$ cat config.mk
export PLATFORM = sky130hd
export DESIGN_NAME = aes_stream_serializer_flat
export DESIGN_NICKNAME = d
export VERILOG_FILES = /design/src/rtl/aes_stream_serializer_if.sv /design/src/rtl/aes_stream_serializer.sv /design/src/flat_wrapper.sv
export SDC_FILE = /design/constraint.sdc
export NUM_CORES = 1
export LEC_CHECK = 0
export CAP_MARGIN = 30
export CORE_UTILIZATION = 40
export CTS_CLUSTER_DIAMETER = 200
export DETAILED_ROUTE_END_ITERATION = 12
export GPL_TIMING_DRIVEN = 0
export SLEW_MARGIN = 20
export SYNTH_ARGS = -nofsm -noshare
export SYNTH_HDL_FRONTEND = slang
export SYNTH_SLANG_ARGS = --single-unit
$ cat constraint.sdc
create_clock -name bus_clk -period 7 [get_ports bus_clk]
set_input_delay 1.05 -clock bus_clk [delete_from_list [all_inputs] [get_ports bus_clk]]
set_output_delay 1.05 -clock bus_clk [all_outputs]
set_load 0.1 [all_outputs]
$ cat src/rtl/aes_stream_serializer_if.sv
// Handshake bundle of the AES output serializer: block input port and word output stream.
interface aes_stream_serializer_if #(
  parameter int unsigned BLK_S           = 128,
  parameter int unsigned BUS_TDATA_WIDTH = 32
);
  logic                       in_tvalid;
  logic                       in_tready;
  logic [BLK_S-1:0]           in_tdata;
  logic                       in_tlast;
  logic                       in_swap;
  logic                       bus_tvalid;
  logic                       bus_tready;
  logic [BUS_TDATA_WIDTH-1:0] bus_tdata;
  logic                       bus_tlast;

  modport slave (
    input  in_tvalid, in_tdata, in_tlast, in_swap, bus_tready,
    output in_tready, bus_tvalid, bus_tdata, bus_tlast
  );

  modport master (
    output in_tvalid, in_tdata, in_tlast, in_swap, bus_tready,
    input  in_tready, bus_tvalid, bus_tdata, bus_tlast
  );
endinterface

$ cat src/rtl/aes_stream_serializer.sv
// AES output stage: buffers cipher blocks in a small FIFO and serializes them as an
// AXI4-Stream of BUS_TDATA_WIDTH-bit words, with optional per-block byte reversal.
module aes_stream_serializer #(
  parameter int unsigned BUS_TDATA_WIDTH = 32,
  parameter int unsigned BLK_S           = 128,
  parameter int unsigned FIFO_ADDR_WIDTH = 2
) (
  input  logic                     bus_clk,
  input  logic                     bus_resetn,
  aes_stream_serializer_if.slave   io,
  output logic [FIFO_ADDR_WIDTH:0] fill_level,
  output logic                     pkt_done,
  output logic [15:0]              blk_cnt
);
  localparam int unsigned NW    = BLK_S / BUS_TDATA_WIDTH;
  localparam int unsigned CW    = (NW > 1) ? $clog2(NW) : 1;
  localparam int unsigned DEPTH = 1 << FIFO_ADDR_WIDTH;
  localparam int unsigned PW    = FIFO_ADDR_WIDTH + 1;
  localparam int unsigned NB    = BLK_S / 8;

  typedef struct packed {
    logic             swap;
    logic             last;
    logic [BLK_S-1:0] data;
  } entry_t;

  function automatic logic [BLK_S-1:0] byte_rev(input logic [BLK_S-1:0] d);
    logic [BLK_S-1:0] r;
    r = '0;
    for (int unsigned i = 0; i < NB; i++) r[i*8 +: 8] = d[(NB-1-i)*8 +: 8];
    return r;
  endfunction

  entry_t           mem_q [DEPTH];
  logic [PW-1:0]    wptr_q, wptr_d, rptr_q, rptr_d;
  logic [BLK_S-1:0] h_data_q, h_data_d;
  logic             h_last_q, h_last_d;
  logic             h_valid_q, h_valid_d;
  logic [CW-1:0]    wcnt_q, wcnt_d;
  logic             pkt_q, pkt_d;
  logic [15:0]      blk_q, blk_d;

  logic   empty, full, last_word, xfer, push, pop;
  entry_t head;

  // Pointer MSBs differ only when the write side has lapped the read side.
  assign empty     = (wptr_q == rptr_q);
  assign full      = (wptr_q[PW-1] != rptr_q[PW-1]) && (wptr_q[PW-2:0] == rptr_q[PW-2:0]);
  assign last_word = (wcnt_q == CW'(NW - 1));
  assign xfer      = h_valid_q && io.bus_tready;
  assign push      = io.in_tvalid && io.in_tready;
  assign pop       = !empty && (!h_valid_q || (last_word && xfer));
  assign head      = mem_q[rptr_q[PW-2:0]];

  always_comb begin
    wptr_d    = wptr_q;
    rptr_d    = rptr_q;
    h_data_d  = h_data_q;
    h_last_d  = h_last_q;
    h_valid_d = h_valid_q;
    wcnt_d    = wcnt_q;
    pkt_d     = 1'b0;
    blk_d     = blk_q;

    if (push) wptr_d = wptr_q + PW'(1);

    // A reload on the final-word transfer keeps the stream gap-free across blocks.
    if (pop) begin
      rptr_d    = rptr_q + PW'(1);
      h_data_d  = head.swap ? byte_rev(head.data) : head.data;
      h_last_d  = head.last;
      h_valid_d = 1'b1;
    end else if (xfer && last_word) begin
      h_valid_d = 1'b0;
    end

    if (xfer) begin
      wcnt_d = last_word ? '0 : wcnt_q + CW'(1);
      if (last_word) begin
        blk_d = blk_q + 16'd1;
        pkt_d = h_last_q;
      end
    end
  end

  always_ff @(posedge bus_clk or negedge bus_resetn) begin
    if (!bus_resetn) begin
      wptr_q    <= '0;
      rptr_q    <= '0;
      h_data_q  <= '0;
      h_last_q  <= 1'b0;
      h_valid_q <= 1'b0;
      wcnt_q    <= '0;
      pkt_q     <= 1'b0;
      blk_q     <= '0;
    end else begin
      wptr_q    <= wptr_d;
      rptr_q    <= rptr_d;
      h_data_q  <= h_data_d;
      h_last_q  <= h_last_d;
      h_valid_q <= h_valid_d;
      wcnt_q    <= wcnt_d;
      pkt_q     <= pkt_d;
      blk_q     <= blk_d;
    end
  end

  // Block storage needs no reset: the pointers define which entries are live.
  always_ff @(posedge bus_clk) begin
    if (push) mem_q[wptr_q[PW-2:0]] <= '{swap: io.in_swap, last: io.in_tlast, data: io.in_tdata};
  end

  assign io.in_tready  = bus_resetn && !full;
  assign io.bus_tvalid = h_valid_q;
  assign io.bus_tdata  = h_data_q[int'(wcnt_q) * BUS_TDATA_WIDTH +: BUS_TDATA_WIDTH];
  assign io.bus_tlast  = h_last_q && last_word;
  assign fill_level    = wptr_q - rptr_q;
  assign pkt_done      = pkt_q;
  assign blk_cnt       = blk_q;
endmodule

$ cat src/flat_wrapper.sv
// flat-port wrapper written by rule: the top's interface ports become plain ports
module aes_stream_serializer_flat 
#(
  parameter int unsigned BUS_TDATA_WIDTH = 32,
  parameter int unsigned BLK_S           = 128,
  parameter int unsigned FIFO_ADDR_WIDTH = 2
)
  (bus_clk, bus_resetn, fill_level, pkt_done, blk_cnt, io_in_tvalid, io_in_tdata, io_in_tlast, io_in_swap, io_bus_tready, io_in_tready, io_bus_tvalid, io_bus_tdata, io_bus_tlast);
  aes_stream_serializer_if #(.BLK_S(BLK_S), .BUS_TDATA_WIDTH(BUS_TDATA_WIDTH)) io_i ();
  input  logic bus_clk;
  input  logic bus_resetn;
  output logic [FIFO_ADDR_WIDTH:0] fill_level;
  output logic pkt_done;
  output logic [15:0] blk_cnt;
  input wire logic [$bits(io_i.in_tvalid)-1:0] io_in_tvalid;
  input wire logic [$bits(io_i.in_tdata)-1:0] io_in_tdata;
  input wire logic [$bits(io_i.in_tlast)-1:0] io_in_tlast;
  input wire logic [$bits(io_i.in_swap)-1:0] io_in_swap;
  input wire logic [$bits(io_i.bus_tready)-1:0] io_bus_tready;
  output wire logic [$bits(io_i.in_tready)-1:0] io_in_tready;
  output wire logic [$bits(io_i.bus_tvalid)-1:0] io_bus_tvalid;
  output wire logic [$bits(io_i.bus_tdata)-1:0] io_bus_tdata;
  output wire logic [$bits(io_i.bus_tlast)-1:0] io_bus_tlast;
  assign io_i.in_tvalid = io_in_tvalid;
  assign io_i.in_tdata = io_in_tdata;
  assign io_i.in_tlast = io_in_tlast;
  assign io_i.in_swap = io_in_swap;
  assign io_i.bus_tready = io_bus_tready;
  assign io_in_tready = io_i.in_tready;
  assign io_bus_tvalid = io_i.bus_tvalid;
  assign io_bus_tdata = io_i.bus_tdata;
  assign io_bus_tlast = io_i.bus_tlast;
  aes_stream_serializer #(.BUS_TDATA_WIDTH(BUS_TDATA_WIDTH), .BLK_S(BLK_S), .FIFO_ADDR_WIDTH(FIFO_ADDR_WIDTH)) u_core (.bus_clk(bus_clk), .bus_resetn(bus_resetn), .io(io_i), .fill_level(fill_level), .pkt_done(pkt_done), .blk_cnt(blk_cnt));
endmodule
==> results of run 1 <==
## cell type report
| type | instances | area share (%) |
|---|---|---|
| Tap cell | 864 | 3.35 |
| Clock buffer | 98 | 6.37 |
| Multi-Input combinational cell | 623 | 20.7 |
| Sequential cell | 675 | 60.4 |
| Buffer | 80 | 1.43 |
| Clock inverter | 32 | 0.879 |
| Inverter | 8 | 0.0930 |
| Timing Repair Buffer | 201 | 6.83 |
## power by group through the flow
stage / clock network [W] / logic (W) / registers, W
floorplan: 0 / 0.00474 / 0.00557
global placement: 0 / 0.00667 / 0.00572
CTS: 0.00383 / 0.00681 / 0.00556
finish: 0.00375 / 0.00671 / 0.00557
global route: 0.00399 / 0.00710 / 0.00563
detailed placement: 0 / 0.00680 / 0.00563
## final timing paths
path	endpoint	slack [ns]
worst max-delay path	io_in_tready	1.69
worst min-delay path	u_core.blk_cnt[10]$_DFFE_PN0P_	0.42
worst max register to register	u_core.mem_q[3][44]$_DFFE_PP_	2.98
worst min register to register	u_core.h_data_q[81]$_DFFE_PN0P_	0.48
max in group asynchronous	u_core.h_data_q[45]$_DFFE_PN0P_	5.75
min in group bus_clk	u_core.h_data_q[81]$_DFFE_PN0P_	0.48
## cells by family after synthesis
kind of cell    share of synthesized area (%)
buf+inv                                  1.85
xor+xnor                                0.718
fa+ha+maj                               0.498
compound gates                           2.50
flops                                    73.2
simple gates                             2.57
mux                                      18.7
## routing by layer
metal	global-route usage [%]	wire length, µm
met5	0	11
met1	25.6	26700
met2	31.8	31800
met3	3.43	3320
met4	5.44	1170
## per-stage QoR
step / setup WS (ns) / utilization (%) / TNS (ns)
after detailed placement: 2.22 / 45.5 / 0
after global routing: 1.44 / 49.0 / 0
after global placement: -6.50 / 45.0 / -3552.63
after CTS: 1.57 / 49.0 / 0
final: 1.69 / 49.0 / 0
after floorplan: 1.01 / - / 0
## flip-flops by register name, summed over array words and instances (netlist names)
signal and cells:
u_core.wptr_q 3, u_core.rptr_q 3, u_core.wcnt_q 2, u_core.h_last_q 1, u_core.mem_q 520, u_core.h_data_q 128, u_core.io.bus_tvalid 1, u_core.pkt_done 1
u_core.blk_cnt 16
## cells in the mapped netlist, drive strengths merged (2+ instances only)
master	n
nand3	4
clkbuf	32
nor2	4
mux2	5
edfxtp	520
nand2	140
and3	9
ha	9
nand4	4
o21ai	128
mux2i	128
xnor2	15
inv	8
dfrtp	155
buf	48
mux4	162
nor3	2
xor2	6
## critical path, cell delays in order (launching register included)
cell	delay, ns
sky130_fd_sc_hd__dfrtp_1	0.42
sky130_fd_sc_hd__buf_2	0.26
sky130_fd_sc_hd__buf_2	0.44
sky130_fd_sc_hd__buf_1	0.53
sky130_fd_sc_hd__inv_1	0.11
sky130_fd_sc_hd__ha_1	0.35
sky130_fd_sc_hd__nand2_1	0.09
sky130_fd_sc_hd__o21a_1	0.24
sky130_fd_sc_hd__clkdlybuf4s50_1	1.20
==> Flow_metrics.wiki, run 1 <==
{| class="wikitable"
! Metric !! Value
|-
| Setup repair after global routing missed its margin || false
|-
| Total count of max-transition violations in the final report || 0
|-
| Final estimated routing congestion in global placement || 0.899
|-
| Die span in y || 260 µm
|-
| Time the worst path needs with I/O delays and setup || 5.31 ns
|-
| Count of endpoints failing hold in the final timing report || 0
|-
| Mean post-synth cell area || 19.2 µm²
|-
| Combined area of the multi-input logic cells || 0.00668 mm²
|-
| Sw Share || 39.3%
|-
| Initial antenna violation count || 1
|-
| Count of warnings emitted by yosys || 0
|-
| Peak clock frequency supported by timing || 188 MHz
|-
| Static Leak || 11.5 nW
|-
| Remaining antenna violation count after routing || 0
|-
| Slew at the pin closest to its max-slew limit || 1.01 ns
|-
| HPWL after detailed placement || 44,700 µm
|-
| Number of diodes added for antenna fixing || 0
|-
| Total power per unit cell area || 496 mW/mm²
|-
| Clock root cell || sky130_fd_sc_hd__clkbuf_16
|-
| WP data arrival || 4.26 ns
|-
| FP Rows || 94
|-
| #FFs+latches synth || 675
|-
| Worst hold path class || input port to asynchronous set/reset pin
|-
| Most area-consuming cells after synthesis || sky130_fd_sc_hd__edfxtp_1 59%, sky130_fd_sc_hd__dfrtp_1 15%, sky130_fd_sc_hd__mux4_2 14%, sky130_fd_sc_hd__mux2i_1 4.8%, sky130_fd_sc_hd__o21ai_1 2.4%
|-
| Combinational share of power || 41.9%
|-
| Leftover overflow at the end of global routing || 0
|-
| Distinct cells, synth || 32
|-
| Effective utilization at floorplan || 40.5%
|-
| Sequential area share after synthesis || 73.2%
|-
| Max Clock Skew || 0.0294 ns
|-
| Top cell type's share of synthesized area || 58.6%
|-
| Total GRT Usage || 19.0%
|-
| Reg clk slew, reported paths || 0.06 ns
|-
| Most frequent cells in the layout || 520 x sky130_fd_sc_hd__edfxtp_1, 187 x sky130_fd_sc_hd__clkdlybuf4s50_1, 162 x sky130_fd_sc_hd__mux4_2, 155 x sky130_fd_sc_hd__dfrtp_1, 140 x sky130_fd_sc_hd__nand2_1
|-
| Global-route wire length before repair || 93,200 µm
|-
| Worst Setup End Kind || output port
|-
| Post-synthesis instance area || 0.0266 mm²
|-
| Via count || 13,600
|-
| Number of port buffers || 188
|-
| Later-pin clock latency in the skew report || 0.61 ns
|-
| Seq pwr share || 34.7%
|-
| Maximum number of pins on one net before global-route repair || 80
|-
| Total chip power || 0.0160 W
|-
| Post-DR vias/cell || 5.29
|-
| Drt drc || 0
|-
| H-tree depth || 3
|-
| Worst slew margin relative to its limit || 32.4%
|-
| Area of all sequential standard cells || 0.0195 mm²
|-
| Power dissipated by switching net loads || 0.00629 W
|-
| Fillers || 5,479
|-
| Instance area at placement || 0.0300 mm²
|-
| Total setup violations reported at the end of the flow || 0
|-
| Fraction of registers with async set/reset || 23.0%
|-
| Detailed Routing Iterations Pass 1 || 5
|-
| Data required time at the worst endpoint || 5.95 ns
|-
| Most common cell after layout, fill and taps aside || sky130_fd_sc_hd__edfxtp_1
|-
| Worst setup path startpoint || u_core.rptr_q[1]$_DFFE_PN0P_
|-
| Run status || finished, final reports clean
|-
| Number of DRC violations after detailed-routing iteration 0 || 917
|-
| Number of buffers added by the clock tree synthesis step || 74
|-
| Post-CTS Hold Fix Bufs || 0
|-
| Peak supply drop || 0.325 mV
|-
| Number of gates given a new drive strength after cts || 0
|-
| Critical path start-end classification || flop to output port
|-
| Max-cap viol count || 0
|-
| Instance count of the mapped netlist || 1,386
|-
| Proportion of layout cells with a drive suffix above 1 || 19.4%
|-
| Worst hold margin || 0.418 ns
|-
| Drt wl/cell || 24.4 µm
|-
| Count of pins on the block boundary || 189
|-
| # nets final || 1,807
|-
| Number of enable-type register cells in the synthesized netlist || 520
|-
| Number of global-route vias before repair || 14,300
|-
| Cell area after layout || 0.0323 mm²
|-
| Non-filler cells in the finished layout || 2,581
|-
| Placed instance count || 2,451
|-
| Clock tree from TritonCTS || yes
|-
| Kind of start point of the critical path || flop
|-
| Top flip-flop cell by instance count after synthesis || sky130_fd_sc_hd__edfxtp_1
|-
| Share of power burned in the clock network || 23.4%
|-
| Number of cells traversed by the worst register-to-register path || 10
|-
| Syn-to-layout area delta || 21.2%
|-
| Worst reg2reg startpoint || u_core.rptr_q[1]$_DFFE_PN0P_
|-
| Area enclosed by the die boundary || 0.0677 mm²
|-
| Final wirelength || 63,000 µm
|-
| Max clock buf depth || 3
|-
| Share of the clock period used by the worst path || 75.9%
|-
| Placeable core region || 0.0659 mm²
|-
| Nets in the synthesized netlist || 1,530
|-
| # Post-CTS Setup Buffers || 0
|-
| Top cell type by total area after synthesis || sky130_fd_sc_hd__edfxtp_1
|-
| Clock Sinks || 675
|-
| Internal power consumption || 0.00974 W
|-
| Die span in x || 260 µm
|-
| Max Fanout on Critical Path || 10
|}
Note: power is estimated with default switching activity, not from simulation.
==> inputs of run 2 (changes only) <==
==> constraint.sdc (replaced) <==
create_clock -name bus_clk -period 5.55 [get_ports bus_clk]
set_input_delay 0.8325 -clock bus_clk [delete_from_list [all_inputs] [get_ports bus_clk]]
set_output_delay 0.8325 -clock bus_clk [all_outputs]
set_load 0.1 [all_outputs]
==> Flow_metrics.wiki, run 2 (synthesis gave the netlist of run 1 again) <==
{| class="wikitable"
! Metric !! Value
|-
| Run status || finished, final reports clean (unchanged)
|-
| Clock tree from TritonCTS || yes (unchanged)
|-
| GR met1 Demand/Resource || 25.4% (was 25.6%)
|-
| Worst hold path class || input port to asynchronous set/reset pin (unchanged)
|-
| Total power per unit cell area || 622 mW/mm² (was 496 mW/mm²)
|-
| Total setup violations reported at the end of the flow || 0 (unchanged)
|-
| Flip-flop count of the largest register, all copies and words added || 520 (unchanged)
|-
| Die span in x || 260 µm (unchanged)
|-
| Number of cells traversed by the worst register-to-register path || 10 (unchanged)
|-
| Peak clock frequency supported by timing || 197 MHz
|-
| Reg clk slew, reported paths || 0.06 ns (about the same)
|-
| Remaining antenna violation count after routing || 0 (unchanged)
|-
| Worst Setup End Kind || output port (unchanged)
|-
| Non-filler cells in the finished layout || 2,582 (was 2,581)
|-
| Peak supply drop || 0.470 mV (was 0.325 mV)
|-
| Placed instance count || 2,453 (was 2,451)
|-
| Drt drc || 0 (unchanged)
|-
| Die span in y || 260 µm (unchanged)
|-
| Termination of the worst setup path || io_in_tready (unchanged)
|-
| Initial antenna violation count || 5 (was 1)
|-
| Setup repair after global routing missed its margin || false (unchanged)
|-
| Max clock buf depth || 3 (unchanged)
|-
| Max Fanout on Critical Path || 10 (unchanged)
|-
| Worst reg2reg startpoint || u_core.rptr_q[1]$_DFFE_PN0P_ (unchanged)
|-
| Number of gates given a new drive strength after cts || 0 (unchanged)
|-
| Clock root cell || sky130_fd_sc_hd__clkbuf_16 (unchanged)
|-
| Global-route layer with the greatest usage || met2 (unchanged)
|-
| Worst slew margin relative to its limit || 33.4% (was 32.4%)
|-
| Worst hold margin || 0.224 ns (was 0.418 ns)
|-
| Combinational share of power || 42.8% (was 41.9%)
|-
| Syn-to-layout area delta || 20.9% (was 21.2%)
|-
| Post-CTS Hold Fix Bufs || 0 (unchanged)
|-
| Area enclosed by the die boundary || 0.0677 mm² (unchanged)
|-
| H-tree depth || 3 (unchanged)
|-
| Slew at the pin closest to its max-slew limit || 0.996 ns (was 1.01 ns)
|-
| Met3 global-route usage || 4.11% (was 3.43%)
|-
| HPWL after detailed placement || 44,100 µm (was 44,700 µm)
|-
| Data required time at the worst endpoint || 4.72 ns (was 5.95 ns)
|-
| Number of DRC violations after detailed-routing iteration 0 || 1,038 (was 917)
|-
| Cell area after layout || 0.0322 mm² (was 0.0323 mm²)
|-
| Count of pins on the block boundary || 189 (unchanged)
|-
| Worst setup path startpoint || u_core.rptr_q[1]$_DFFE_PN0P_ (unchanged)
|-
| Total GRT Usage || 18.8% (was 19.0%)
|-
| Drt wl/cell || 24.2 µm (was 24.4 µm)
|-
| Number of buffers added by the clock tree synthesis step || 71 (was 74)
|-
| FP Rows || 94 (unchanged)
|-
| Leftover overflow at the end of global routing || 0 (unchanged)
|-
| Most common cell after layout, fill and taps aside || sky130_fd_sc_hd__edfxtp_1 (unchanged)
|-
| Total count of max-transition violations in the final report || 0 (unchanged)
|-
| Effective utilization at floorplan || 40.5% (unchanged)
|-
| Later-pin clock latency in the skew report || 0.61 ns (about the same)
|-
| Setup slack, reg-to-reg || 1.64 ns (was 2.98 ns)
|-
| Internal power consumption || 0.0121 W (was 0.00974 W)
|-
| Seq pwr share || 35.0% (was 34.7%)
|-
| Detailed Routing Iterations Pass 1 || 5 (unchanged)
|-
| Share of the clock period used by the worst path || 91.5%
|-
| Met2 track demand over resource in global routing || 30.1% (was 31.8%)
|-
| Kind of start point of the critical path || flop (unchanged)
|-
| Share of power burned in the clock network || 22.2% (was 23.4%)
|-
| Time the worst path needs with I/O delays and setup || 5.08 ns
|-
| Placeable core region || 0.0659 mm² (unchanged)
|-
| # Post-CTS Setup Buffers || 0 (unchanged)
|-
| Maximum number of pins on one net before global-route repair || 86 (was 80)
|-
| Instance area at placement || 0.0300 mm² (about the same)
|-
| Number of port buffers || 188 (unchanged)
|-
| Final wirelength || 62,500 µm (was 63,000 µm)
|-
| Post-DR vias/cell || 5.33 (was 5.29)
|-
| Number of global-route vias before repair || 14,300 (about the same)
|-
| Fillers || 5,503 (was 5,479)
|-
| Max-cap viol count || 0 (unchanged)
|-
| Power dissipated by switching net loads || 0.00796 W (was 0.00629 W)
|-
| Reg-to-reg critical path endpoint || u_core.mem_q[1][85]$_DFFE_PP_ (was u_core.mem_q[3][44]$_DFFE_PP_)
|-
| Global-route wire length before repair || 91,800 µm (was 93,200 µm)
|-
| Via count || 13,800 (was 13,600)
|-
| WP data arrival || 4.24 ns (was 4.26 ns)
|-
| Static Leak || 11.5 nW (about the same)
|-
| Proportion of layout cells with a drive suffix above 1 || 19.7% (was 19.4%)
|-
| Max Clock Skew || 0.0265 ns (was 0.0294 ns)
|-
| Critical path start-end classification || flop to output port (unchanged)
|-
| Share of the core filled with cells || 48.9% (was 49.0%)
|-
| Sw Share || 39.7% (was 39.3%)
|-
| Clock Sinks || 675 (unchanged)
|-
| Most frequent cells in the layout || 520 x sky130_fd_sc_hd__edfxtp_1, 187 x sky130_fd_sc_hd__clkdlybuf4s50_1, 162 x sky130_fd_sc_hd__mux4_2, 155 x sky130_fd_sc_hd__dfrtp_1, 140 x sky130_fd_sc_hd__nand2_1 (unchanged)
|-
| Count of endpoints failing hold in the final timing report || 0 (unchanged)
|-
| # nets final || 1,806 (was 1,807)
|-
| Final estimated routing congestion in global placement || 0.880 (was 0.899)
|}
run 2: per-layer routing:
| metal | part of all wire [%] | vias up |
|---|---|---|
| li1 | - | 6059 |
| met1 | 43 | 7286 |
| met2 | 49 | 304 |
| met3 | 5.2 | 98 |
| met4 | 2.5 | 8 |
| met5 | 0.091 | - |
run 2: through the flow:
stage | setup WS [ns] | TNS [ns] | power [W]
after floorplan | 1.04 | 0 | 0.0130
after global placement | -4.83 | -2892.58 | 0.0155
after detailed placement | 1.04 | 0 | 0.0158
after CTS | 0.401 | 0 | 0.0202
after global routing | 0.277 | 0 | 0.0209
final | 0.473 | 0 | 0.0201
run 2: final cells by class:
type / count / area (µm²) / share of cell area, %
tap: 864 / 1080 / 3.35
timing repair buffer: 203 / 2280 / 7.07
multi-input combinational: 623 / 6680 / 20.7
buffer: 80 / 463 / 1.44
clock inverter: 35 / 214 / 0.664
antenna: 2 / 5.00 / 0.0155
sequential: 675 / 19500 / 60.5
clock buffer: 92 / 1980 / 6.15
inverter: 8 / 30.0 / 0.0932
run 2: worst max-delay path, stage by stage, from the launching register on:
cell	delay, ns
sky130_fd_sc_hd__dfrtp_1	0.40
sky130_fd_sc_hd__buf_2	0.25
sky130_fd_sc_hd__buf_2	0.48
sky130_fd_sc_hd__buf_1	0.54
sky130_fd_sc_hd__inv_1	0.11
sky130_fd_sc_hd__ha_1	0.35
sky130_fd_sc_hd__nand2_1	0.08
sky130_fd_sc_hd__o21a_1	0.23
sky130_fd_sc_hd__clkdlybuf4s50_1	1.20
run 2: worst min-delay path by stage:
| stage | start | to | cells after the start |
|---|---|---|---|
| final | bus_resetn | u_core.blk_cnt[5]$_DFFE_PN0P_ | 1 |
| after global routing | bus_resetn | u_core.blk_cnt[15]$_DFFE_PN0P_ | 1 |
| after CTS | bus_resetn | u_core.blk_cnt[7]$_DFFE_PN0P_ | 1 |
| after detailed placement | u_core.blk_cnt[15]$_DFFE_PN0P_ | u_core.blk_cnt[15]$_DFFE_PN0P_ | 1 |
| after global placement | u_core.blk_cnt[15]$_DFFE_PN0P_ | u_core.blk_cnt[15]$_DFFE_PN0P_ | 1 |
| after floorplan | u_core.h_data_q[64]$_DFFE_PN0P_ | u_core.h_data_q[64]$_DFFE_PN0P_ | 2 |
run 2: power groups by stage:
stage / clock network [W] / registers, W / logic (W)
2_1_floorplan: 0 / 0.00698 / 0.00598
3_3_place_gp: 0 / 0.00714 / 0.00841
3_5_place_dp: 0 / 0.00710 / 0.00866
4_1_cts: 0.00456 / 0.00701 / 0.00868
5_1_grt: 0.00476 / 0.00709 / 0.00904
6_report: 0.00446 / 0.00702 / 0.00857
